===== config.mk =====
export PLATFORM = sky130hd
export DESIGN_NAME = host_key_decoder
export DESIGN_NICKNAME = d
export VERILOG_FILES = /design/src/rtl/host_key_decoder.sv
export SDC_FILE = /design/constraint.sdc
export NUM_CORES = 1
export LEC_CHECK = 0
export ABC_AREA = 1
export ABC_CLOCK_PERIOD_IN_PS = 4350
export CAP_MARGIN = 20
export CORE_MARGIN = 2
export CORE_UTILIZATION = 50
export CTS_CLUSTER_SIZE = 24
export DETAILED_ROUTE_END_ITERATION = 7
export PLACE_DENSITY = 0.7
export SLEW_MARGIN = 20
export SYNTH_ARGS = -nofsm -noshare
export SYNTH_HDL_FRONTEND = slang
export SYNTH_SLANG_ARGS = --single-unit

===== constraint.sdc =====
create_clock -name clk -period 4.35 [get_ports clk]
set_input_delay 0.435 -clock clk [delete_from_list [all_inputs] [get_ports clk]]
set_output_delay 0.435 -clock clk [all_outputs]
set_load 0.02 [all_outputs]

===== src/rtl/host_key_decoder.sv =====
// ---------------------------------------------------------------------------
// host_key_decoder
//
// Purpose:
//   Decodes the PS/2 set-2 make/break scancode stream from the byte receiver
//   into level-held movement commands (left, right, jump) for the host
//   movement controller. An R-key press also produces a stretched game-reset
//   pulse. All outputs are registered, so consumers can sample them every
//   clock without seeing glitches.
//
// Ports:
//   clk        in   system clock
//   rst_n      in   asynchronous active-low reset
//   rx_data    in   [7:0] received scancode byte
//   rx_valid   in   one-cycle strobe, rx_data valid
//   rx_err     in   one-cycle strobe, receiver framing/parity error
//   left       out  left arrow held
//   right      out  right arrow held
//   jump       out  up arrow or space held
//   game_reset out  reset request, high RESET_PULSE_CYCLES cycles
//   key_event  out  one-cycle strobe when any tracked key changes state
//
// Configuration:
//   HOST_KEYS_SOCD_EN - when defined, left/right use last-pressed-wins
//   resolution while both arrows are held. Undefined: raw held flags.
// ---------------------------------------------------------------------------
module host_key_decoder #(
  parameter int TIMEOUT_CYCLES     = 1_000_000,
  parameter int RESET_PULSE_CYCLES = 16
) (
  input  logic       clk,
  input  logic       rst_n,
  input  logic [7:0] rx_data,
  input  logic       rx_valid,
  input  logic       rx_err,
  output logic       left,
  output logic       right,
  output logic       jump,
  output logic       game_reset,
  output logic       key_event
);

  localparam int TW = (TIMEOUT_CYCLES > 1) ? $clog2(TIMEOUT_CYCLES) : 1;
  localparam int PW = (RESET_PULSE_CYCLES > 1) ? $clog2(RESET_PULSE_CYCLES) : 1;
  localparam logic [TW-1:0] TO_LAST    = TW'(TIMEOUT_CYCLES - 1);
  localparam logic [PW-1:0] PULSE_LAST = PW'(RESET_PULSE_CYCLES - 1);

  typedef enum logic [1:0] {
    WAIT_CODE,
    GOT_E0,
    GOT_F0,
    GOT_E0F0
  } state_e;

  state_e        state_q, state_d;
  logic [TW-1:0] to_cnt_q, to_cnt_d;
  logic [PW-1:0] pulse_cnt_q;

  logic left_held_q, left_held_d;
  logic right_held_q, right_held_d;
  logic up_held_q, up_held_d;
  logic space_held_q, space_held_d;
  logic r_held_q, r_held_d;

  logic code_done;
  logic is_ext;
  logic is_brk;
  logic left_out_d;
  logic right_out_d;
  logic flags_changed;

`ifdef HOST_KEYS_SOCD_EN
  logic last_dir_q, last_dir_d;
`endif

  // Prefix tracking, timeout and held-flag update. rx_err has priority over
  // a coincident byte; a byte has priority over a coincident timeout.
  always_comb begin
    state_d      = state_q;
    to_cnt_d     = to_cnt_q;
    left_held_d  = left_held_q;
    right_held_d = right_held_q;
    up_held_d    = up_held_q;
    space_held_d = space_held_q;
    r_held_d     = r_held_q;
    code_done    = 1'b0;
    is_ext       = 1'b0;
    is_brk       = 1'b0;
`ifdef HOST_KEYS_SOCD_EN
    last_dir_d   = last_dir_q;
`endif

    if (rx_err) begin
      state_d  = WAIT_CODE;
      to_cnt_d = '0;
    end else if (rx_valid) begin
      to_cnt_d = '0;
      state_d  = WAIT_CODE;
      case (state_q)
        WAIT_CODE: begin
          if (rx_data == 8'hE0)      state_d = GOT_E0;
          else if (rx_data == 8'hF0) state_d = GOT_F0;
          else                       code_done = 1'b1;
        end
        GOT_E0: begin
          if (rx_data == 8'hF0) state_d = GOT_E0F0;
          else begin
            code_done = 1'b1;
            is_ext    = 1'b1;
          end
        end
        GOT_F0: begin
          code_done = 1'b1;
          is_brk    = 1'b1;
        end
        default: begin
          code_done = 1'b1;
          is_ext    = 1'b1;
          is_brk    = 1'b1;
        end
      endcase
    end else if (state_q != WAIT_CODE) begin
      // An abandoned prefix drops back to idle without touching held keys.
      if (to_cnt_q == TO_LAST) begin
        state_d  = WAIT_CODE;
        to_cnt_d = '0;
      end else begin
        to_cnt_d = to_cnt_q + TW'(1);
      end
    end else begin
      to_cnt_d = '0;
    end

    // Extended and plain code spaces are disjoint: bare 6B is not left.
    if (code_done) begin
      if (is_ext) begin
        case (rx_data)
          8'h6B: begin
            left_held_d = ~is_brk;
`ifdef HOST_KEYS_SOCD_EN
            if (!is_brk) last_dir_d = 1'b0;
`endif
          end
          8'h74: begin
            right_held_d = ~is_brk;
`ifdef HOST_KEYS_SOCD_EN
            if (!is_brk) last_dir_d = 1'b1;
`endif
          end
          8'h75:   up_held_d = ~is_brk;
          default: ;
        endcase
      end else begin
        case (rx_data)
          8'h29:   space_held_d = ~is_brk;
          8'h2D:   r_held_d     = ~is_brk;
          default: ;
        endcase
      end
    end

`ifdef HOST_KEYS_SOCD_EN
    // With both arrows held only the most recently pressed one is reported.
    left_out_d  = left_held_d & ~(right_held_d & last_dir_d);
    right_out_d = right_held_d & ~(left_held_d & ~last_dir_d);
`else
    left_out_d  = left_held_d;
    right_out_d = right_held_d;
`endif

    flags_changed = (left_held_d  != left_held_q)  |
                    (right_held_d != right_held_q) |
                    (up_held_d    != up_held_q)    |
                    (space_held_d != space_held_q) |
                    (r_held_d     != r_held_q);
  end

  // State, flags and registered outputs. The game-reset pulse fires only on
  // the rising edge of the R held flag, so typematic repeats are ignored,
  // and a fresh press during a pulse reloads the full length.
  always_ff @(posedge clk or negedge rst_n) begin
    if (!rst_n) begin
      state_q      <= WAIT_CODE;
      to_cnt_q     <= '0;
      pulse_cnt_q  <= '0;
      left_held_q  <= 1'b0;
      right_held_q <= 1'b0;
      up_held_q    <= 1'b0;
      space_held_q <= 1'b0;
      r_held_q     <= 1'b0;
`ifdef HOST_KEYS_SOCD_EN
      last_dir_q   <= 1'b0;
`endif
      left         <= 1'b0;
      right        <= 1'b0;
      jump         <= 1'b0;
      game_reset   <= 1'b0;
      key_event    <= 1'b0;
    end else begin
      state_q      <= state_d;
      to_cnt_q     <= to_cnt_d;
      left_held_q  <= left_held_d;
      right_held_q <= right_held_d;
      up_held_q    <= up_held_d;
      space_held_q <= space_held_d;
      r_held_q     <= r_held_d;
`ifdef HOST_KEYS_SOCD_EN
      last_dir_q   <= last_dir_d;
`endif
      left         <= left_out_d;
      right        <= right_out_d;
      jump         <= up_held_d | space_held_d;
      key_event    <= flags_changed;

      if (r_held_d && !r_held_q) begin
        game_reset  <= 1'b1;
        pulse_cnt_q <= PULSE_LAST;
      end else if (game_reset) begin
        if (pulse_cnt_q == '0) game_reset <= 1'b0;
        else                   pulse_cnt_q <= pulse_cnt_q - PW'(1);
      end
    end
  end

endmodule


# [Yosys cells after proc, flatten, opt, wreduce, memory -nomap -nowiden]
# Index checks and enable logic that the tools add are counted.
[totals] regBits=34 latch_bits=0 ram_bits=0 rom_bits=0 out_inout_bits=5 mem_count=0
[op_classes] addsub=2 mul=0 div=0 n_lt_le_gt_ge=0 eq_ne=16 shift=0 mux=44 bitwise_logic=6 n_reduce_logical=12
[op_table] operator="$mux 20" n=4
[op_table] operator="$mux 1" n=27
[op_table] operator="$eq 8x7->1 const B" n=3
[op_table] operator="$add 20x1->20 const B" n=1
[op_table] operator="$eq 20x20->1 const B" n=1
[op_table] operator="$eq 8x6->1 const B" n=2
[op_table] operator="$eq 8x8->1 const B" n=2
[op_table] operator="$mux 2" n=7
[op_table] operator="$mux 4" n=3
[op_table] operator="$reduce_bool 3->1" n=2
[op_table] operator="$ne 1x1->1" n=5
[op_table] operator="$or 1x1->1" n=5
[op_table] operator="$logic_not 4->1" n=1
[op_table] operator="$pmux 1 s2" n=2
[op_table] operator="$pmux 2 s2" n=1
[op_table] operator="$reduce_and 2->1" n=2
[op_table] operator="$reduce_bool 2->1" n=2
[op_table] operator="$reduce_or 2->1" n=2
[op_table] operator="$sub 4x1->4 const B" n=1
[op_table] operator="$eq 2x1->1 const B" n=1
[op_table] operator="$eq 2x2->1 const B" n=1
[op_table] operator="$logic_not 2->1" n=1
[op_table] operator="$ne 2x2->1 const B" n=1
[op_table] operator="$logic_and 1x1->1" n=1
[op_table] operator="2 further kinds" n=2

# [Longest topological paths before layout]
# Gate-level depths: netlist (run 1).
[depth] ltp_word=14 ltp_mapped=16 depth_no_buf=16

# [Least setup slack after synthesis (run 1)]
# No wires, ideal clock.
[synth_timing] kind="input to register" start="input port rx_data[2]" end="register pulse_cnt_q[2]" arrival_ns=1.799 t_required_ns=4.267 setup_slack_ns=2.469 path_stages=15 path_cell_list="inv_1 > nand3_1 > nor2_1 > nand2_2 > nand2_1 > nor2_1 > nand2_1 > o21ai_0 > inv_1 > ha_1 > nor2_1 > inv_1 > nand2_1 > nand2_1 > o21ai_0"
[synth_via] elab_chain_len=10
[synth_lines] item="start, declared" line="33" rtl="input logic [7:0] rx_data,"
[synth_lines] item="$eq 8x8->1" line="102, 106"
[synth_lines] item="$mux 1" line="102, 106"
[synth_lines] item="$pmux 1 s2 or $mux 1 (tied branches)" line="99, 101"
[synth_lines] item="$mux 1 or $pmux 1 s2 (tied branches)" line="96, 99"
[synth_lines] item="$mux 1, on equally long branches" line="93, 96"
[synth_lines] item="$mux 1, on equally long branches" line="136, 93"
[synth_lines] item="$mux 1 (*)" line="135" rtl="if (code_done) begin"
[synth_lines] item="net r_held_d" line="63" rtl="logic r_held_q, r_held_d;"
[synth_lines] item="$logic_and 1x1->1 (*)" line="215" rtl="if (r_held_d && !r_held_q) begin"
[synth_lines] item="$ne 2x2->1 (no line) or $reduce_bool 2->1 (tied branches)"
[synth_lines] item="$reduce_and 2->1 (no line)"
[synth_lines] item="end signal, assigned" line="220" rtl="else pulse_cnt_q <= pulse_cnt_q - PW'(1);"
[synth_lines] item="end, declared" line="57" rtl="logic [PW-1:0] pulse_cnt_q;"
# Mark *: on every way through the listed nets, which the timed path passes. The rest lies on a longest branch.
# A chain may end at the register's enable or synchronous reset.

# [Worst setup path after layout (run 1)]
[layout_timing] start="input port rx_data[2]" end="register pulse_cnt_q[1]"
# The elaborated chain is that of the path after synthesis.

==> results of run 1 <==
==> layout by cell type, fill, tap and decap left out, drive strengths merged <==
cell type	count
and3	2
clkbuf	6
nor4	4
o21ai	14
a21oi	7
nand4	11
ha	3
clkdlybuf4s50	16
nor2	58
a31oi	3
o21a	1
nor3b	2
buf	1
o211ai	2
dfrtp	34
nand2	67
nor3	10
nand3	16
inv	43
clkinvlp	1
xor2	6
clkinv	1
==> Yosys cell counts (2+ instances only) <==
master and number:
sky130_fd_sc_hd__o211ai_1 2, sky130_fd_sc_hd__nand2_1 64, sky130_fd_sc_hd__nor4_1 4, sky130_fd_sc_hd__o21ai_1 2, sky130_fd_sc_hd__nor2_4 2, sky130_fd_sc_hd__and3_1 2
sky130_fd_sc_hd__dfrtp_1 34, sky130_fd_sc_hd__nor2_1 53, sky130_fd_sc_hd__inv_1 40, sky130_fd_sc_hd__nand3_2 3, sky130_fd_sc_hd__inv_2 3, sky130_fd_sc_hd__nand3_1 13
sky130_fd_sc_hd__nor3_1 8, sky130_fd_sc_hd__a31oi_1 3, sky130_fd_sc_hd__nor3b_1 2, sky130_fd_sc_hd__nor2_2 3, sky130_fd_sc_hd__nand2_2 3, sky130_fd_sc_hd__xor2_1 6
sky130_fd_sc_hd__nand4_1 10, sky130_fd_sc_hd__o21ai_0 12, sky130_fd_sc_hd__ha_1 3, sky130_fd_sc_hd__a21oi_1 7
==> report_power, final <==
part | switching, mW | internal, mW
Combinational | 0.0236 | 0.0154
Sequential | 0.00182 | 0.318
Clock | 0.120 | 0.127
==> worst max path at each step <==
stage | start | endpoint | slack (ns) | depth (start not counted)
after global routing | rx_data[2] | pulse_cnt_q[1] | 1.63 | 14
final | rx_data[2] | pulse_cnt_q[1] | 1.90 | 14
after global placement | rx_data[2] | pulse_cnt_q[2] | 1.70 | 16
after floorplan | rx_data[2] | pulse_cnt_q[2] | 2.47 | 15
after detailed placement | rx_data[2] | pulse_cnt_q[1] | 1.60 | 14
after CTS | rx_data[2] | pulse_cnt_q[1] | 1.90 | 14
==> state kept, by name, summed over array words and instances (netlist names) <==
| register | cells |
|---|---|
| to_cnt_q | 20 |
| pulse_cnt_q | 4 |
| state_q | 2 |
| game_reset | 1 |
| jump | 1 |
| key_event | 1 |
| left_held_q | 1 |
| r_held_q | 1 |
| right_held_q | 1 |
| space_held_q | 1 |
| up_held_q | 1 |
==> final cells by class <==
class,instances,area (µm²),share of cell area
multi-input combinational,206,1025,0.4338
tap,50,62.56,0.02648
clock buffer,6,82.58,0.03496
sequential,34,850.8,0.3602
timing repair buffer,17,167.7,0.07097
inverter,43,161.4,0.06833
clock inverter,2,12.51,0.005297
==> logic make-up after synthesis <==
logic type	after synthesis	share of synthesized area
simple gates	170	0.3846
buf+inv	45	0.08486
flops	34	0.4151
compound gates	27	0.07143
xor+xnor	6	0.02564
fa+ha+maj	3	0.01832
==> metal layers <==
metal	up-vias	GRT usage	wire (µm)
met4	0	0.07500	64
li1	959	-	-
met2	38	0.3095	1710
met3	7	0.04934	169
met5	-	0	0
met1	793	0.2979	2141
==> reports/summary.md, run 1 <==
The tools report the starting utilization of the core area as 0.5161. The setup check on the worst reg-to-reg path leaves a slack of 2.23 ns. In the synthesized netlist the dominant register cell turns out to be sky130_fd_sc_hd__dfrtp_1.

The flow ran to the end, and the final reports show no timing, DRC or antenna violations. The leakage power of the design is 1.097 nW. For the count of buffers added by post-CTS timing repair for setup, the log shows 0.

The tools report the buffer type at the clock tree root as sky130_fd_sc_hd__clkbuf_8. After floorplanning, the core was divided into 23 placement rows. Clock tree synthesis inserted a total of 5 buffers. The run gives 0.5948 as the final core area utilization. The longest clock path from root to sink contains 2 buffers.

Derived from the worst setup path, the maximum achievable clock frequency is 0.4081 GHz. With fillers left out, the area of the finished cells amounts to 2362 µm². The number of antenna violations at the first check in global routing is 0.

The transition time of the tightest slew-check pin came out at 0.5030 ns. For this run, design rule violations remaining after detail routing come to 0. For the vias after detailed routing, the log shows 1797. The core region is 3971 µm².

The tools report the last weighted congestion value of the routability-driven placer as 0.8502. The number of inserted filler cells in the final layout is 399. The critical path goes through clkdlybuf4s50_1 > inv_1 > nand3_1 > nor2_1 > nand2_2 > nand2_1 > nor2_1 > nand2_1 > o21ai_0 > inv_1 > ha_1 > nor2_1 > inv_1 > o21ai_0.

The number of hold violations in the final report was 0. On the final layout, the worst clock skew is 0.005929 ns. Setup slack closes at 1.900 ns.

For the cell count after synthesis, the log shows 285. The average instance in the mapped netlist occupies 7.191 µm². The initial detailed-routing violation count was 130; the post-cts gate resize count was 0. For the final routed database, the setup TNS stands at 0 ns.

The H-tree was split into 2 levels. The required time of the critical path is 4.54 ns. In this design, the largest share of critical-path delay is due to simple AND/OR/NAND/NOR gates. The logs give 4.085 mm for the total routed wirelength and 0.6639 for the max-slew headroom at the worst pin.

The tree built by TritonCTS fans out to 34 sinks. Proportion of synthesized chip area in sequential cells: 0.4151. The global routing usage summed across all routing layers was 0.2093; the number of cells traversed by the worst hold path was 1. The first global-routing pass estimated 7.279 mm of wire. The fraction of final layout cells sized beyond drive strength 1 is 0.08442, and the number of maximum-capacitance violations is 0. The number of hold buffers added after CTS was 0.

The die covers 4627 µm². In this run the cell area measured after placement is 2267 µm². STA puts the critical path data arrival time at 2.64 ns. Buffers placed on the I/O ports in this run total 16. The count of buffering cells on the critical path with inverters included came out at 4.

In this run the critical register-to-register path is captured at pulse_cnt_q[1]. Cell with the biggest individual delay on the critical path: sky130_fd_sc_hd__clkdlybuf4s50_1. TritonCTS built the clock tree. Async set or reset register ratio after synthesis: 1.000.

In this run the critical register-to-register path is launched from state_q[1]. The final-layout worst hold slack is 0.4680 ns. The synthesized netlist contains 28 unique library cells. Classification of the worst setup path: input pin to flop. The run gives 1637 as the via count of the first global-routing pass.

The kind of end point of the critical path is a flop. Share of Yosys cell area claimed by the top area cell type: 0.4151. Measured in cells, the most critical reg-to-reg path has a length of 13.

Counting I/O delays and the setup requirement, the final critical path takes 2.450 ns. The post-synthesis register bit count came out at 34. The worst setup path is launched from an input pin. The delay contributed by the slowest stage of the critical path came out at 0.51 ns.

The largest net degree at the start of global routing is 35. In this run the most critical hold path is launched from to_cnt_q[0]. The detailed-routing iteration count for the pre-antenna-repair pass is 4. In this run the power density over the cells is 256.7 nW/µm². Yosys attributes the largest share of cell area to sky130_fd_sc_hd__dfrtp_1, sky130_fd_sc_hd__nand2_1, sky130_fd_sc_hd__nor2_1. The run gives 0.29 ns as the clock latency on the worst-skew pair. The logs give 0 for the number of pins with negative max-slew slack in the final report and 2049 µm² for the post-synth design cell area.

The die is 68.02 µm tall. The net count of the finished layout is 322. When the netlist entered floorplanning its net count stood at 300. In this run, synthesis inferred 0 flip-flops with an integrated enable. Across the VDD grid, the largest voltage drop is 0.1184 mV. The residual overflow from global routing was 0. The area growth from synthesis to layout came out at 15.26%. Setup repair after global routing left no endpoint under its margin. Dividing the detail-routed via count by the number of cells gives 5.020. The clock-pin slew on the worst setup and hold paths was 0.07 ns. The horizontal die dimension came out at 68.02 µm. The class of the worst hold path was flop to flop. After layout, the design draws a total of 0.6064 mW. In the final routed layout, each cell accounts on average for 11.41 µm.

Summed over all nets, the half-perimeter wirelength after detailed placement is 2.978 mm. The cell total after placement came out at 350. The largest area contributor in the synthesized netlist was sky130_fd_sc_hd__dfrtp_1. Share of the cycle needed by the critical path after routing: 0.5633. The run gives 0 as the antenna diode count. The post-place setup slack came out at 1.599 ns. Number of standard cells in the layout, taps in and fillers out: 358. The detail route stage leaves a number of antenna-violating nets equal to 0. Along the worst path, the maximum fanout reaches 6. 17 I/O pins were placed.

The tools report the count of warnings emitted by yosys as 0. Setup violations remaining at the end of the flow were counted as 0. The worst-case hold path end point was to_cnt_q[0].
Power figures use the tool's default switching activity.
==> run 2: changes to the inputs <==
--- a/config.mk
+++ b/config.mk
@@ -6,7 +6,7 @@
 export NUM_CORES = 1
 export LEC_CHECK = 0
 export ABC_AREA = 1
-export ABC_CLOCK_PERIOD_IN_PS = 4350
+export ABC_CLOCK_PERIOD_IN_PS = 2510
 export CAP_MARGIN = 20
 export CORE_MARGIN = 2
 export CORE_UTILIZATION = 50
==> constraint.sdc (replaced) <==
create_clock -name clk -period 2.51 [get_ports clk]
set_input_delay 0.251 -clock clk [delete_from_list [all_inputs] [get_ports clk]]
set_output_delay 0.251 -clock clk [all_outputs]
set_load 0.02 [all_outputs]
==> run 2 against run 1 <==
Combinational power is 79% higher. Final area rose by 0.74%. Clock-buffer cell count unchanged. Critical path type unchanged. Largest power group unchanged. Via count is 0.50% lower.
==> reports/summary.md, run 2 (synthesis results as in run 1) <==
The H-tree level count was 2 (unchanged); the vias after detailed routing was 1788 (-0.50%). The clock sink total is 34 (unchanged). The mean number of vias per cell was 4.967 (-1.1%); the total setup violations reported at the end of the flow was 0 (unchanged). The detailed-routing iteration count for the pre-antenna-repair pass came out at 5 (+1).

The max-slew headroom at the worst pin came out at 0.7101 (+0.04625). The logs give 324 (+0.62%) for the count of nets after finishing and 0 (unchanged) for the number of remaining DRC errors. The min-delay analysis places its worst path in the category input pin to async pin. Setup repair after global routing left no endpoint under its margin. The placed cell area is 2282 µm² (+0.66%). The count of buffers added by post-CTS timing repair for setup is 0 (unchanged), and the via count of the first global-routing pass is 1636 (-0.061%). The run gives 2380 µm² (+0.74%) as the final cell area excluding filler cells. The final worst setup slack is 0.3371 ns (-1.563 ns), and the required time of the critical path is 2.70 ns (-1.84 ns). The run finished with clean final reports. The transition time of the tightest slew-check pin works out to 0.4348 ns (-0.06816 ns). The commonest non-fill, non-tap cell in the layout was sky130_fd_sc_hd__nand2_1. The number of maximum-capacitance violations came out at 0 (unchanged). The power density over cell area works out to 440.2 nW/µm² (+72%). The worst setup path is launched from an input pin. The residual antenna-violating net count after detailed routing is 0 (unchanged), and the arrival time at the worst endpoint is 2.36 ns (-0.28 ns).

The total routed wirelength was 4.046 mm (-0.95%). For the finished layout, the period the worst path requires is 2.173 ns. For the area of the core, the log shows 3971 µm² (unchanged).

I/O pin count: 17 (unchanged). The total negative setup slack was 0 ns (unchanged); the clock-pin slew on the worst setup and hold paths was 0.07 ns (about the same). Number of flip-flops in the largest register: 20 (unchanged).

TritonCTS built the clock tree. The share of the cycle needed by the critical path after routing is 0.8657. The number of antenna violations at the first check in global routing was 0 (unchanged); the die outline height was 68.02 µm (unchanged). The run gives 4627 µm² (unchanged) as the die area. The register containing the most flip-flops in the final layout is to_cnt_q. For the global routing usage summed across all routing layers, the log shows 0.2088 (-0.0004783). The tools report the clock buffer count from CTS as 5 (unchanged). The tools report the HPWL after detailed placement as 3.010 mm (+1.1%). Wire length per cell after detailed routing: 11.24 µm (-1.5%). The row count is 23 (unchanged). The top cell types in the final layout, fill and taps aside, are sky130_fd_sc_hd__nand2_1, sky130_fd_sc_hd__nor2_1, sky130_fd_sc_hd__inv_1. The post-place setup slack is -0.04291 ns (-1.642 ns), and the horizontal die dimension is 68.02 µm (unchanged).

The last weighted congestion value of the routability-driven placer is 0.8567 (+0.76%), and the area growth from synthesis to layout is 16.12%. Based on the critical path, the design can be clocked at up to 0.4602 GHz. Buffer type at the clock tree root: sky130_fd_sc_hd__clkbuf_8.

The fraction of final layout cells sized beyond drive strength 1 is 0.09355 (+0.009133). The maximum buffer depth of the clock tree came out at 2 (unchanged). The first-pass GRT wire length came out at 7.120 mm (-2.2%). The logs give 360 (+0.56%) for the number of standard cells in the layout, taps in and fillers out and 35 (unchanged) for the largest net degree at the start of global routing. The number of hold violations in the final report came out at 0 (unchanged). The setup clock skew after layout is 0.003620 ns (-0.002308 ns), and the cell total after placement is 352 (+0.57%).

The port buffer count is 16 (unchanged). By startpoint and endpoint, the worst setup path is classified as input pin to flop. The logs give 0.5992 (+0.004411) for the final core area utilization and 1.106 nW (+0.83%) for the leakage power of the design. The maximum fanout encountered on the critical timing path is 6 (unchanged), and the antenna diode count is 0 (unchanged). The worst setup path is captured at a flop.

The starting utilization of the core area was 0.5161 (unchanged); the maximum vdd ir drop was 0.3296 mV (+180%). The largest registers in the layout are to_cnt_q (20), pulse_cnt_q (4), state_q (2). The logs give 0 (unchanged) for the number of pins with negative max-slew slack in the final report and 143 (+10%) for the initial detailed-routing violation count. The residual overflow from global routing is 0 (unchanged). For the clock latency on the worst-skew pair, the log shows 0.29 ns (about the same).
## run 2: cell types whose count changed in the layout (fill, tap and decap cells not counted), sizes merged
cell / delta
buf: +2
## run 2: routing by layer
metal,GRT usage,share of wire
met5,0,0
met4,0.09250,0.018
met3,0.05592,0.042
met2,0.2998,0.42
met1,0.2936,0.52
## run 2: path summary, 6_finish.rpt
check                             from        endpoint  slack (ns)  cells past startpoint
setup reg to reg            state_q[1]  pulse_cnt_q[1]        0.49                     13
hold / removal                   rst_n    to_cnt_q[17]        0.37                      2
min in group clk           to_cnt_q[0]     to_cnt_q[0]        0.46                      1
setup / recovery            rx_data[3]  pulse_cnt_q[1]        0.34                     14
hold reg to reg            to_cnt_q[0]     to_cnt_q[0]        0.46                      1
max in group asynchronous        rst_n    to_cnt_q[16]        1.83                      2
## run 2: area by class of cell
type / instances / area, µm²
fill: 390 / 1592
clock inverter: 2 / 12.51
clock buffer: 6 / 82.58
multi-input combinational: 206 / 1027
sequential: 34 / 850.8
tap: 50 / 62.56
inverter: 43 / 161.4
timing repair buffer: 19 / 182.7
## run 2: worst max-delay path: stages
cell                              delay [ns]
sky130_fd_sc_hd__clkdlybuf4s50_1        0.58
sky130_fd_sc_hd__nor2_1                 0.06
sky130_fd_sc_hd__nand2_1                0.06
sky130_fd_sc_hd__nor2_1                 0.05
sky130_fd_sc_hd__nand2_2                0.09
sky130_fd_sc_hd__nand2_1                0.07
sky130_fd_sc_hd__nor2_2                 0.20
sky130_fd_sc_hd__nand2_1                0.10
sky130_fd_sc_hd__o21ai_0                0.16
sky130_fd_sc_hd__inv_1                  0.07
sky130_fd_sc_hd__ha_1                   0.23
sky130_fd_sc_hd__nor2_1                 0.14
sky130_fd_sc_hd__inv_1                  0.09
sky130_fd_sc_hd__o21ai_0                0.20
## run 2: repair_timing
item                       CTS  global route
hold buffers                 0             0
setup endpoints to repair    0             1
gates resized for setup      0             1
## run 2: metrics by stage
stage	power, mW	hold slack [ns]
global route	1.098	0.4176
detailed placement	0.6344	0.4564
CTS	1.063	0.3958
global placement	0.6330	0.4470
finish	1.048	0.3701
floorplan	0.5922	-0.04459
## run 2: power breakdown
part | total [mW] | switching (mW) | internal [mW] | leakage (nW)
Combinational | 0.0698 | 0.0419 | 0.0279 | 0.627
Clock | 0.424 | 0.203 | 0.220 | 0.0472
Sequential | 0.554 | 0.00287 | 0.551 | 0.432
Total | 1.05 | 0.248 | 0.799 | 1.11
==> run 3: changes to the inputs <==
--- a/config.mk
+++ b/config.mk
@@ -5,14 +5,13 @@
 export SDC_FILE = /design/constraint.sdc
 export NUM_CORES = 1
 export LEC_CHECK = 0
-export ABC_AREA = 1
 export ABC_CLOCK_PERIOD_IN_PS = 2510
-export CAP_MARGIN = 20
+export CAP_MARGIN = 10
 export CORE_MARGIN = 2
 export CORE_UTILIZATION = 50
 export CTS_CLUSTER_SIZE = 24
 export DETAILED_ROUTE_END_ITERATION = 7
-export PLACE_DENSITY = 0.7
+export PLACE_DENSITY = 0.71
 export SLEW_MARGIN = 20
 export SYNTH_ARGS = -nofsm -noshare
 export SYNTH_HDL_FRONTEND = slang
==> run 3 against run 2 <==
Synthesized area is 10% lower. Clock skew is 0.0035 ns higher. Global-route usage hardly changed. Critical path depth is 10 lower. Sequential share of layout area is 3.3 points higher. Cell count is 27% lower. First-iteration DRC count is 8.4% higher. Synthesized cell count is 34% lower. Fmax is 3.3% lower. Clock-buffer cell count is 1 higher. Register-to-register slack worse by 0.23 ns. Non-clock buffer count is 4 higher.
==> reports/summary.md, run 3 <==
The die outline height was 64.63 µm (-5.0%). The logs give 0.9316 mW (+17%) for the internal power contribution and 35 (unchanged) for the largest net degree at the start of global routing. Relative to the synthesized area, the layout overhead comes to 18.52%. Average size of a mapped cell: 9.829 µm² (+37%). The run gives 0 (unchanged) as the number of antenna violations at the first check in global routing. The synthesized netlist net count is 202 (-33%), and the area occupied by registers is 850.8 µm² (unchanged).

The max-slew headroom at the worst pin was 0.5352 (-0.1749); the count of warnings emitted by yosys was 0 (unchanged). The switching share of power came out at 0.2711 (+0.03411). Area of the core: 3606 µm² (-9.2%). The run gives 0 (unchanged) as the count of buffers added by post-CTS timing repair for setup. The largest registers in the layout are to_cnt_q (20), pulse_cnt_q (4), state_q (2).

The tree is rooted in a sky130_fd_sc_hd__clkbuf_8. The tools report the number of maximum-capacitance violations as 0 (unchanged). The final core area utilization is 0.6041 (+0.004850). The vias after detailed routing is 1532 (-14%), and the maximum buffer depth of the clock tree is 2 (unchanged).

The run gives 155 (+8.4%) as the initial detailed-routing violation count. The worst setup path is of the flop to flop kind. The detailed-routing iteration count for the pre-antenna-repair pass was 4 (-1); the number of enable-type register cells in the synthesized netlist was 0 (unchanged). Class of the worst hold path: input pin to async pin. The H-tree level count is 2 (unchanged). The clock network fraction of total power is 0.321 (-0.084), and the post-cts gate resize count is 0 (unchanged). Maximum vdd ir drop: 0.2347 mV (-29%). The worst setup path is captured at a flop. For the die area, the log shows 4177 µm² (-9.7%). The register with the most flip-flops in the final layout is to_cnt_q. The final critical-path required period works out to 2.248 ns (+0.07514 ns). sky130_fd_sc_hd__dfrtp_1 is the most common cell in the netlist.

Number of distinct standard cells referenced by the synthesized netlist: 47 (+68%). The via count of the first global-routing pass was 1561 (-4.6%); the first-pass GRT wire length was 6.810 mm (-4.4%). The total routed wirelength is 3.854 mm (-4.7%), and the total negative setup slack is 0 ns (unchanged).

The critical path goes through or4_1 > or4_4 > o211ai_4 > nor2_1. The antenna diode count is 0 (unchanged). The last weighted congestion value of the routability-driven placer is 0.8586 (+0.22%), and the net load switching power is 0.3464 mW (+40%).

The achievable clock frequency is 0.4448 GHz (-3.3%), and the delay contributed by the slowest stage of the critical path is 0.56 ns (-0.02 ns). The mean number of vias per cell was 5.847 (+18%). The count of nets after finishing was 228 (-30%); the leakage power of the design was 0.8528 nW (-23%).

Port buffer count: 16 (unchanged). The library cells used most frequently in the layout, excluding fill and tap cells, are sky130_fd_sc_hd__dfrtp_1, sky130_fd_sc_hd__nor2_1, sky130_fd_sc_hd__clkdlybuf4s50_1. Ranked by instance count, the synthesized netlist is headed by sky130_fd_sc_hd__dfrtp_1, sky130_fd_sc_hd__nor2_1, sky130_fd_sc_hd__a21oi_1, sky130_fd_sc_hd__nand3_1.

The tools report the global routing usage summed across all routing layers as 0.2088 (about the same). Residual overflow from global routing: 0 (unchanged). Setup repair after global routing left no endpoint under its margin. The arrival time at the worst endpoint came out at 2.39 ns (+0.03 ns). The number of flip-flops in the largest register was 20 (unchanged); the post-synthesis register bit count was 34 (unchanged). The count of buffering cells on the critical path with inverters included was 0 (-3); the transition time of the tightest slew-check pin was 0.6913 ns (+0.2565 ns). The logs give 2.792 mm (-7.2%) for the HPWL after detailed placement and 22 (-4.3%) for the row count. The power density over cell area is 586.7 nW/µm² (+33%). The horizontal die dimension is 64.63 µm (-5.0%).

The number of remaining DRC errors is 0 (unchanged), and the proportion of synthesized chip area in sequential cells is 0.4629 (+0.04776). The fraction of final layout cells sized beyond drive strength 1 works out to 0.1075 (+0.01393). The run finished with clean final reports. The tools report the number of hold violations in the final report as 0 (unchanged). The commonest non-fill, non-tap cell in the layout was sky130_fd_sc_hd__dfrtp_1.

For the cell count after synthesis, the log shows 187 (-34%). The launching element type of the critical path was a flop. On the critical path, the stage with the largest delay is an instance of sky130_fd_sc_hd__or4_4. By area the synthesized netlist is led by sky130_fd_sc_hd__dfrtp_1, sky130_fd_sc_hd__xor2_1, sky130_fd_sc_hd__xnor2_1.

The combinational group share of total power came out at 0.182 (+0.115). The number of pins with negative max-slew slack in the final report was 0 (unchanged). The post-synth design cell area was 1838 µm² (-10%).

The setup clock skew after layout is 0.007139 ns (+0.003519 ns). The async set or reset register ratio after synthesis is 1.000 (unchanged), and the footprint of the multi-input gates is 929.6 µm² (-9.5%). Among all flip-flop cells after synthesis, the most frequent one is sky130_fd_sc_hd__dfrtp_1.

The post-cts hold buffer count is 0 (unchanged). Among cell families on the critical path, the largest total delay comes from simple AND/OR/NAND/NOR gates. The residual antenna-violating net count after detailed routing was 0 (unchanged); the starting utilization of the core area was 0.5097 (-0.006353).

The clock buffer count from CTS is 5 (unchanged). The number of inserted filler cells in the final layout is 328 (-16%), and the clock-pin slew on the worst setup and hold paths is 0.07 ns (about the same). The share of Yosys cell area claimed by the top area cell type works out to 0.4629 (+0.04776).

For the total setup violations reported at the end of the flow, the log shows 0 (unchanged). The sequential share of power came out at 0.497 (-0.032). The wire length per cell after detailed routing was 14.71 µm (+31%).

The share of the cycle needed by the critical path after routing is 0.8956 (+0.02994), and the I/O pin count is 17 (unchanged). The required time of the critical path is 2.65 ns (-0.05 ns). The tools report the clock latency on the worst-skew pair as 0.28 ns (about the same). Clock sink total: 34 (unchanged).

The maximum fanout encountered on the critical timing path is 19 (+13). Largest area contributor in the synthesized netlist: sky130_fd_sc_hd__dfrtp_1. TritonCTS built the clock tree.
[run 3: cell count changes after synthesis, moves of 7 or more]
cell                      before  now
sky130_fd_sc_hd__inv_1        40    9
sky130_fd_sc_hd__nand2_1      64    9
sky130_fd_sc_hd__nor2_1       53   16
sky130_fd_sc_hd__or3_1         0    7
sky130_fd_sc_hd__xnor2_1       0    7
[run 3: path summary, 6_finish.rpt]
kind                             start          end  slack (ns)  depth (start not counted)
min in group clk           to_cnt_q[0]  to_cnt_q[0]        0.53                          1
max                        to_cnt_q[8]  to_cnt_q[4]        0.26                          4
max reg2reg                to_cnt_q[8]  to_cnt_q[4]        0.26                          4
min reg2reg                to_cnt_q[0]  to_cnt_q[0]        0.53                          1
max in group asynchronous        rst_n   game_reset        1.82                          2
min                              rst_n  to_cnt_q[7]        0.37                          2
[run 3: cell type report]
class,count,share of cell area
clock inverters,1,0.002298
flip-flops and latches,34,0.3906
clock buffers,7,0.03963
inverters,9,0.01551
repair buffers,23,0.09764
well taps,48,0.02757
multi-input cells,140,0.4268
[run 3: stage by stage]
step                      std cells  power [mW]  instance area (µm²)  hold WS (ns)  worst slack (ns)
after global placement          254      0.8545                 2087        0.5035            0.1637
after CTS                       262       1.284                 2178        0.3882            0.2736
after global routing            262       1.353                 2178        0.4039            0.1272
after detailed placement        254      0.8762                 2087        0.5158            0.1012
final                           262       1.278                 2178        0.3720            0.2620
after floorplan                 187      0.7782                 1838      -0.04459            0.4829
[run 3: layer usage]
metal,GRT usage,up-vias,wire length [µm],part of all wire
li1,-,742,-,-
met1,0.2713,746,1720,0.45
met2,0.3568,40,1973,0.51
met3,0.03125,4,120,0.031
met4,0.07181,0,38,0.0099
met5,0,-,0,0
[run 3: kinds of logic after synthesis]
group,share of synthesized area
AO/OA/AOI/OAI,0.1300
buffers and inverters,0.03131
multiplexers,0.01225
adder cells (fa/ha/maj),0.02042
AND/OR/NAND/NOR,0.2669
flip-flops,0.4629
XOR/XNOR,0.07625
[run 3: power groups by stage]
stage / registers (mW) / logic, mW / clock network (mW)
after global routing: 0.640 / 0.263 / 0.450
after floorplan: 0.643 / 0.135 / 0
final: 0.635 / 0.232 / 0.411
after detailed placement: 0.641 / 0.235 / 0
after CTS: 0.632 / 0.236 / 0.416
after global placement: 0.635 / 0.219 / 0
